## config.mk

```make
export PLATFORM = sky130hd
export DESIGN_NAME = phy_tx_pattern_gen
export DESIGN_NICKNAME = d
export VERILOG_FILES = /design/src/rtl/phy_pkg.sv /design/src/rtl/phy_tx_pattern_gen_lane_serializer.sv /design/src/rtl/phy_tx_pattern_gen.sv
export SDC_FILE = /design/constraint.sdc
export NUM_CORES = 1
export LEC_CHECK = 0
export ABC_AREA = 0
export CORE_ASPECT_RATIO = 0.9
export CORE_MARGIN = 3
export CORE_UTILIZATION = 47
export CTS_CLUSTER_SIZE = 14
export DETAILED_ROUTE_END_ITERATION = 8
export PLACE_DENSITY = 0.74
export REMOVE_ABC_BUFFERS = 1
export SYNTH_ARGS = -nofsm -noshare
export SYNTH_HDL_FRONTEND = slang
export SYNTH_SLANG_ARGS = --single-unit
```

## constraint.sdc

```tcl
create_clock -name clk_8f -period 7.8 [get_ports clk_8f]
set_clock_uncertainty 0.2 [all_clocks]
set_input_delay 1.56 -clock clk_8f [delete_from_list [all_inputs] [get_ports clk_8f]]
set_output_delay 1.56 -clock clk_8f [all_outputs]
set_load 0.005 [all_outputs]
```

## src/rtl/phy_pkg.sv

```systemverilog
// Shared definitions for the phy_tx_pattern_gen slice.
// Contents:
//   COMMA_DEFAULT - default comma/sync symbol
//   mode_e        - data sequencing modes
//   state_e       - sequencer FSM states
package phy_pkg;

   localparam logic [7:0] COMMA_DEFAULT = 8'hBC;

   typedef enum logic [1:0] {
      MODE_INC   = 2'd0,
      MODE_DEC   = 2'd1,
      MODE_HOLD  = 2'd2,
      MODE_COMMA = 2'd3
   } mode_e;

   typedef enum logic [1:0] {
      ST_IDLE = 2'd0,
      ST_SYNC = 2'd1,
      ST_DATA = 2'd2,
      ST_DONE = 2'd3
   } state_e;

endpackage

```

## src/rtl/phy_tx_pattern_gen_lane_serializer.sv

```systemverilog
// lane_serializer: WIDTH-bit parallel-load, MSB-first shift register.
// Ports:
//   clk_8f  bit clock          reset  synchronous, active-high
//   en      0 holds contents   load   parallel load from din
//   shift   shift left by one  clear  zero the register
//   din     parallel symbol    dout   current serial bit (MSB)
// Priority when en=1: clear > load > shift.
module lane_serializer #(
   parameter int WIDTH = 8
) (
   input  logic             clk_8f,
   input  logic             reset,
   input  logic             en,
   input  logic             load,
   input  logic             shift,
   input  logic             clear,
   input  logic [WIDTH-1:0] din,
   output logic             dout
);

   logic [WIDTH-1:0] sr;

   always_ff @(posedge clk_8f) begin
      if (reset) begin
         sr <= '0;
      end else if (en) begin
         if (clear)
            sr <= '0;
         else if (load)
            sr <= din;
         else if (shift)
            sr <= sr << 1;
      end
   end

   assign dout = sr[WIDTH-1];

endmodule

```

## src/rtl/phy_tx_pattern_gen.sv

```systemverilog
// phy_tx_pattern_gen: per-lane byte sequencer driving serial lanes.
// On start, NUM_COMMA comma symbols go out on every lane, followed by
// burst_len data symbols, each MSB-first at one bit per clk_8f.
// Ports:
//   clk_8f, reset (sync, active-high), enable (0 freezes everything)
//   start      level, sampled only in IDLE
//   mode       0 INC, 1 DEC, 2 HOLD, 3 COMMA_ONLY
//   seed       lane-0 first data byte (lane k starts at seed-k)
//   burst_len  data bytes per lane, latched at start
//   out        serial bit per lane
//   is_comma   symbol on out is a comma
//   byte_strobe last bit of every symbol
//   busy       SYNC/DATA in progress
//   done       one-cycle pulse after the last bit
// Optional build macro COMMA_INSERT_EN: inserts one comma after every GAP
// data bytes while more data remain; lane registers do not advance and
// the inserted commas do not count toward burst_len.
//
// state   | meaning
// --------+---------------------------------------------
// IDLE    | outputs low, waiting for enable && start
// SYNC    | shifting NUM_COMMA comma symbols
// DATA    | shifting burst_len data symbols
// DONE    | done pulse, back to IDLE next cycle
module phy_tx_pattern_gen
   import phy_pkg::*;
#(
   parameter int               LANES     = 2,
   parameter int               WIDTH     = 8,
   parameter logic [WIDTH-1:0] COMMA     = WIDTH'(COMMA_DEFAULT),
   parameter int               NUM_COMMA = 4,
   parameter logic [WIDTH-1:0] STEP      = WIDTH'(8'h11),
   parameter int               GAP       = 2
) (
   input  logic             clk_8f,
   input  logic             reset,
   input  logic             enable,
   input  logic             start,
   input  logic [1:0]       mode,
   input  logic [WIDTH-1:0] seed,
   input  logic [7:0]       burst_len,
   output logic [LANES-1:0] out,
   output logic             is_comma,
   output logic             byte_strobe,
   output logic             busy,
   output logic             done
);

   localparam int BW = (WIDTH > 1) ? $clog2(WIDTH) : 1;
   localparam logic [BW-1:0] BIT_LAST = BW'(WIDTH - 1);

   // What happens at the coming edge; shared by the FSM and the serializers
   // so both sides agree on symbol boundaries.
   typedef enum logic [2:0] {
      ACT_HOLD, ACT_START, ACT_SHIFT, ACT_COMMA,
      ACT_INS, ACT_DATA, ACT_END, ACT_FINISH
   } act_e;

   state_e           state;
   mode_e            mode_q;
   logic [7:0]       burst_q;
   logic [BW-1:0]    bit_cnt;   // bits left after the current one
   logic [7:0]       sym_cnt;   // symbols left after the current one
   logic             ins_q;     // current symbol is an inserted comma
   logic             done_r;
`ifdef COMMA_INSERT_EN
   logic [7:0]       gap_cnt;   // data bytes left in the current group
`endif

   logic [WIDTH-1:0] data_q   [LANES];
   logic [WIDTH-1:0] data_nxt [LANES];
   logic [WIDTH-1:0] lane_din [LANES];
   act_e             act;
   logic             adv;
   logic             ser_load, ser_shift, ser_clear;

   always_comb begin
      act = ACT_HOLD;
      if (enable) begin
         case (state)
            ST_IDLE: if (start) act = ACT_START;
            ST_SYNC: begin
               if (bit_cnt != '0)       act = ACT_SHIFT;
               else if (sym_cnt != '0)  act = ACT_COMMA;
               else if (burst_q != '0)  act = ACT_DATA;
               else                     act = ACT_END;
            end
            ST_DATA: begin
               if (bit_cnt != '0)       act = ACT_SHIFT;
               else if (ins_q)          act = ACT_DATA;
               else if (sym_cnt == '0)  act = ACT_END;
`ifdef COMMA_INSERT_EN
               else if (gap_cnt == '0)  act = ACT_INS;
`endif
               else                     act = ACT_DATA;
            end
            ST_DONE: act = ACT_FINISH;
            default: act = ACT_HOLD;
         endcase
      end
   end

   // Lane registers step on the last bit of every real data byte.
   assign adv = enable && (state == ST_DATA) && (bit_cnt == '0) && !ins_q;

   always_comb begin
      for (int k = 0; k < LANES; k++) begin
         data_nxt[k] = data_q[k];
         if (adv) begin
            case (mode_q)
               MODE_INC: data_nxt[k] = data_q[k] + STEP;
               MODE_DEC: data_nxt[k] = data_q[k] - STEP;
               default:  data_nxt[k] = data_q[k];
            endcase
         end
      end
   end

   always_comb begin
      ser_load  = (act == ACT_START) || (act == ACT_COMMA) ||
                  (act == ACT_INS)   || (act == ACT_DATA);
      ser_shift = (act == ACT_SHIFT);
      ser_clear = (act == ACT_END);
      for (int k = 0; k < LANES; k++)
         lane_din[k] = ((act == ACT_DATA) && (mode_q != MODE_COMMA)) ?
                       data_nxt[k] : COMMA;
   end

   always_ff @(posedge clk_8f) begin
      if (reset) begin
         state       <= ST_IDLE;
         mode_q      <= MODE_INC;
         burst_q     <= '0;
         bit_cnt     <= '0;
         sym_cnt     <= '0;
         ins_q       <= 1'b0;
         done_r      <= 1'b0;
         is_comma    <= 1'b0;
         byte_strobe <= 1'b0;
         busy        <= 1'b0;
         for (int k = 0; k < LANES; k++) data_q[k] <= '0;
`ifdef COMMA_INSERT_EN
         gap_cnt     <= '0;
`endif
      end else begin
         if (adv)
            for (int k = 0; k < LANES; k++) data_q[k] <= data_nxt[k];
         case (act)
            ACT_START: begin
               state       <= ST_SYNC;
               mode_q      <= mode_e'(mode);
               burst_q     <= burst_len;
               bit_cnt     <= BIT_LAST;
               sym_cnt     <= 8'(NUM_COMMA - 1);
               ins_q       <= 1'b0;
               is_comma    <= 1'b1;
               byte_strobe <= (WIDTH == 1);
               busy        <= 1'b1;
               for (int k = 0; k < LANES; k++) data_q[k] <= seed - WIDTH'(k);
            end
            ACT_SHIFT: begin
               bit_cnt     <= bit_cnt - 1'b1;
               byte_strobe <= (bit_cnt == BW'(1));
            end
            ACT_COMMA: begin
               bit_cnt     <= BIT_LAST;
               sym_cnt     <= sym_cnt - 8'd1;
               byte_strobe <= (WIDTH == 1);
            end
            ACT_INS: begin
               bit_cnt     <= BIT_LAST;
               sym_cnt     <= sym_cnt - 8'd1;
               ins_q       <= 1'b1;
               is_comma    <= 1'b1;
               byte_strobe <= (WIDTH == 1);
`ifdef COMMA_INSERT_EN
               gap_cnt     <= 8'(GAP - 1);
`endif
            end
            ACT_DATA: begin
               bit_cnt     <= BIT_LAST;
               is_comma    <= (mode_q == MODE_COMMA);
               byte_strobe <= (WIDTH == 1);
               if (state == ST_SYNC) begin
                  state   <= ST_DATA;
                  sym_cnt <= burst_q - 8'd1;
`ifdef COMMA_INSERT_EN
                  gap_cnt <= 8'(GAP - 1);
`endif
               end else if (ins_q) begin
                  // the byte after an inserted comma was already counted
                  ins_q   <= 1'b0;
               end else begin
                  sym_cnt <= sym_cnt - 8'd1;
`ifdef COMMA_INSERT_EN
                  gap_cnt <= gap_cnt - 8'd1;
`endif
               end
            end
            ACT_END: begin
               state       <= ST_DONE;
               bit_cnt     <= '0;
               sym_cnt     <= '0;
               ins_q       <= 1'b0;
               done_r      <= 1'b1;
               is_comma    <= 1'b0;
               byte_strobe <= 1'b0;
               busy        <= 1'b0;
            end
            ACT_FINISH: begin
               state  <= ST_IDLE;
               done_r <= 1'b0;
            end
            default: ;
         endcase
      end
   end

   // A pending done stays latched while frozen and is shown once enable returns.
   assign done = done_r & enable;

   for (genvar k = 0; k < LANES; k++) begin : g_lane
      lane_serializer #(.WIDTH(WIDTH)) u_ser (
         .clk_8f (clk_8f),
         .reset  (reset),
         .en     (enable),
         .load   (ser_load),
         .shift  (ser_shift),
         .clear  (ser_clear),
         .din    (lane_din[k]),
         .dout   (out[k])
      );
   end

endmodule

```

==> flow_summary.ini <==
[cells_and_area]
synthToLayoutAreaGrowth_pct = 11.8
n_antenna_cell = 0
final_layout_size_suffix_gt1_share_pct = 7.40
layout.nets = 483
fillCellCount = 683

[grt]
grt_pass1_wl_um = 15600
antenna_found_initial = 0
globalRouteOverflowTotal = 0
grt_max_degree = 27
grt_pass1_vias = 3114
track_usage_pct = 20.8

[floorplanning]
pin_count = 28
rows = 30
dieArea_um2 = 9390
core_area_um2 = 7770
start_util_pct = 50.0
die_h_um = 92.2
die_w_um = 102

[timing]
rsz0062_at_grt = false
max-slew-margin-rel_pct = 34.2
hold_viol = 0
worst_pin_slew_ns = 0.987
fin_crit_sh_pct = 59.0
setup_viol = 0
fin_tns_setup_ns = 0
fin_ws_ns = 3.20
finalMaxSlewViolations = 0
max_freq_mhz = 217
fin_crit_ns = 4.60

[clocking]
clock_path_buffers = 2
post_cts_buffers = 0
tritoncts = yes
clkLatencyLatePin_ns = 0.34
cts-root-buf = clkbuf_8
ctsResizeCount = 0
path_clk_slew_ns = 0.06
hold_buffers = 0
clock_sinks = 60
cts_buffers = 9
htree_levels = 3

[setup_path]
worstPathArrival_ns = 2.84
rr_worst_depth = 6
crit_slowest_cell = clkdlybuf4s50_1
r2r_start = burst_q[2]
cp-end-kind = output pin
crit_path_start_kind = primary input
cpMostUsedCell = clkdlybuf4s50_1
crit_fanout = 8
timing.reg2reg.setup_slack_ns = 3.98
critPathKind = in2out
reg2reg_to = data_q[0][1]
critPathMaxStageDelay_ns = 0.62
startpoint = enable
required_ns = 6.04
path_cells = clkdlybuf4s50_1 -> and2_1 -> clkdlybuf4s50_1
crit_end = done

[place]
port_buffers = 27
place.gp.congestion = 0.876
dpl_worst_slack_ns = 3.03
dp_hpwl_um = 6980

[yosys]
synth_seq_area_share_pct = 35.1
syn_area_um2 = 3880
synth.ff_latch_count = 60
synth_warnings = 0
synthCells = 423
synth_area_leader_cell = dfxtp_1
yosysMostFrequentCell = dfxtp_1
yosys-top-cells-area = dfxtp_1, edfxtp_1, ha_1
synthDominantCellAreaShare_pct = 22.7
synth_flop_cell = dfxtp_1
async_reset_ff_share_pct = 0
synth_common_cells = dfxtp_1, a21oi_1, nor2_1
synthDistinctLibCells = 66
avgSynthCellArea_um2 = 9.18
synth-edff-count = 16

[power]
power.density_nw_per_um2 = 212
ir_drop_v = 0.000145
p_leak_nw = 1.69

[drt]
drt-met1-wl_um = 4470
top_layer_used = met4
vias = 3299
drtIter0Drc = 210
wl_met3_um = 671
wl_met2_um = 4210
drc = 0
postRouteAntennaNets = 0
routed_wl_um = 9420
dr.pass1.iters = 5
wl_per_cell_um = 17.4
vias_per_cell = 6.09

[status]
outcome = finished clean

[min_path]
hp-class = reg2reg
hold_start = g_lane[1].u_ser.sr[4]

[run]
drv_cap = 0
logic make-up after synthesis:
| kind of cell | synth area share, % |
|---|---|
| adders and majority gates | 6.83 |
| DFF | 35.1 |
| and+or+nand+nor | 17.4 |
| xor gates and xnor gates | 6.31 |
| buffers and inverters | 4.35 |
| muxes | 2.61 |
| AOI/OAI and AO/OA | 27.4 |
flip-flops by register name (all words and copies together) (netlist names):
register,cells
data_q,16
burst_q,8
busy,1
byte_strobe,1
ins_q,1
state,2
done_r,1
mode_q,2
bit_cnt,3
is_comma,1
g_lane.u_ser.sr,16
sym_cnt,8
placed cells by master (no fill, tap or decap), types with 10 or more instances in the layout:
cell,netlist,final
xor2_1,10,10
o21ai_0,12,12
a21oi_1,31,31
ha_1,18,18
a22o_1,15,15
inv_1,18,18
nand2_1,24,24
o22ai_1,11,11
o2bb2ai_1,14,14
edfxtp_1,16,16
dfxtp_1,44,44
nor3_1,10,10
a21o_1,12,12
clkdlybuf4s50_1,0,27
nor2_1,28,28
xnor2_1,18,18
how the worst min path moves through the flow:
stage	to	depth (start not counted)	slack (ns)
after floorplan	done_r	2	0.23
after global placement	g_lane[1].u_ser.sr[4]	1	0.24
after detailed placement	g_lane[1].u_ser.sr[4]	1	0.24
after CTS	g_lane[1].u_ser.sr[4]	1	0.26
after global routing	g_lane[1].u_ser.sr[2]	1	0.28
final	g_lane[1].u_ser.sr[4]	1	0.25
layout make-up:
| type | instances | area, um^2 | area share [%] |
|---|---|---|---|
| clock buffer | 11 | 131 | 3.03 |
| clock inverter | 5 | 28.8 | 0.663 |
| inverter | 18 | 67.6 | 1.56 |
| multi-input combinational | 324 | 2350 | 54.2 |
| sequential | 60 | 1360 | 31.4 |
| tap | 96 | 120 | 2.77 |
| timing repair buffer | 28 | 278 | 6.40 |
routing by layer:
metal | vias to the layer above | global-route usage (%)
met5 | - | 0
met4 | 0 | 4.37
met3 | 7 | 4.64
met2 | 99 | 30.1
met1 | 1554 | 31.5
li1 | 1639 | -
power by group:
part           total [mW]  leakage [nW]  internal [mW]  switching (mW)
combinational       0.300          1.07          0.131           0.169
clock               0.235        0.0868          0.114           0.121
sequential          0.386         0.528          0.354          0.0319
critical path: cells and delay by family:
family	cells	cell delay [ns]
buf+inv	2	1.11
simple gates	1	0.17
metrics by stage:
stage                     instances  utilization [%]  power [mW]  hold WS, ns  area (um^2)
after floorplan                 402                -       0.604        0.226         3780
after global placement          526             53.8       0.679        0.237         4180
after detailed placement        526             53.8       0.688        0.241         4180
after CTS                       542             55.9       0.923        0.257         4340
after global routing            542             55.9       0.978        0.283         4340
final                           542             55.9       0.921        0.252         4340
No activity file was read; power rests on OpenSTA's default activity.
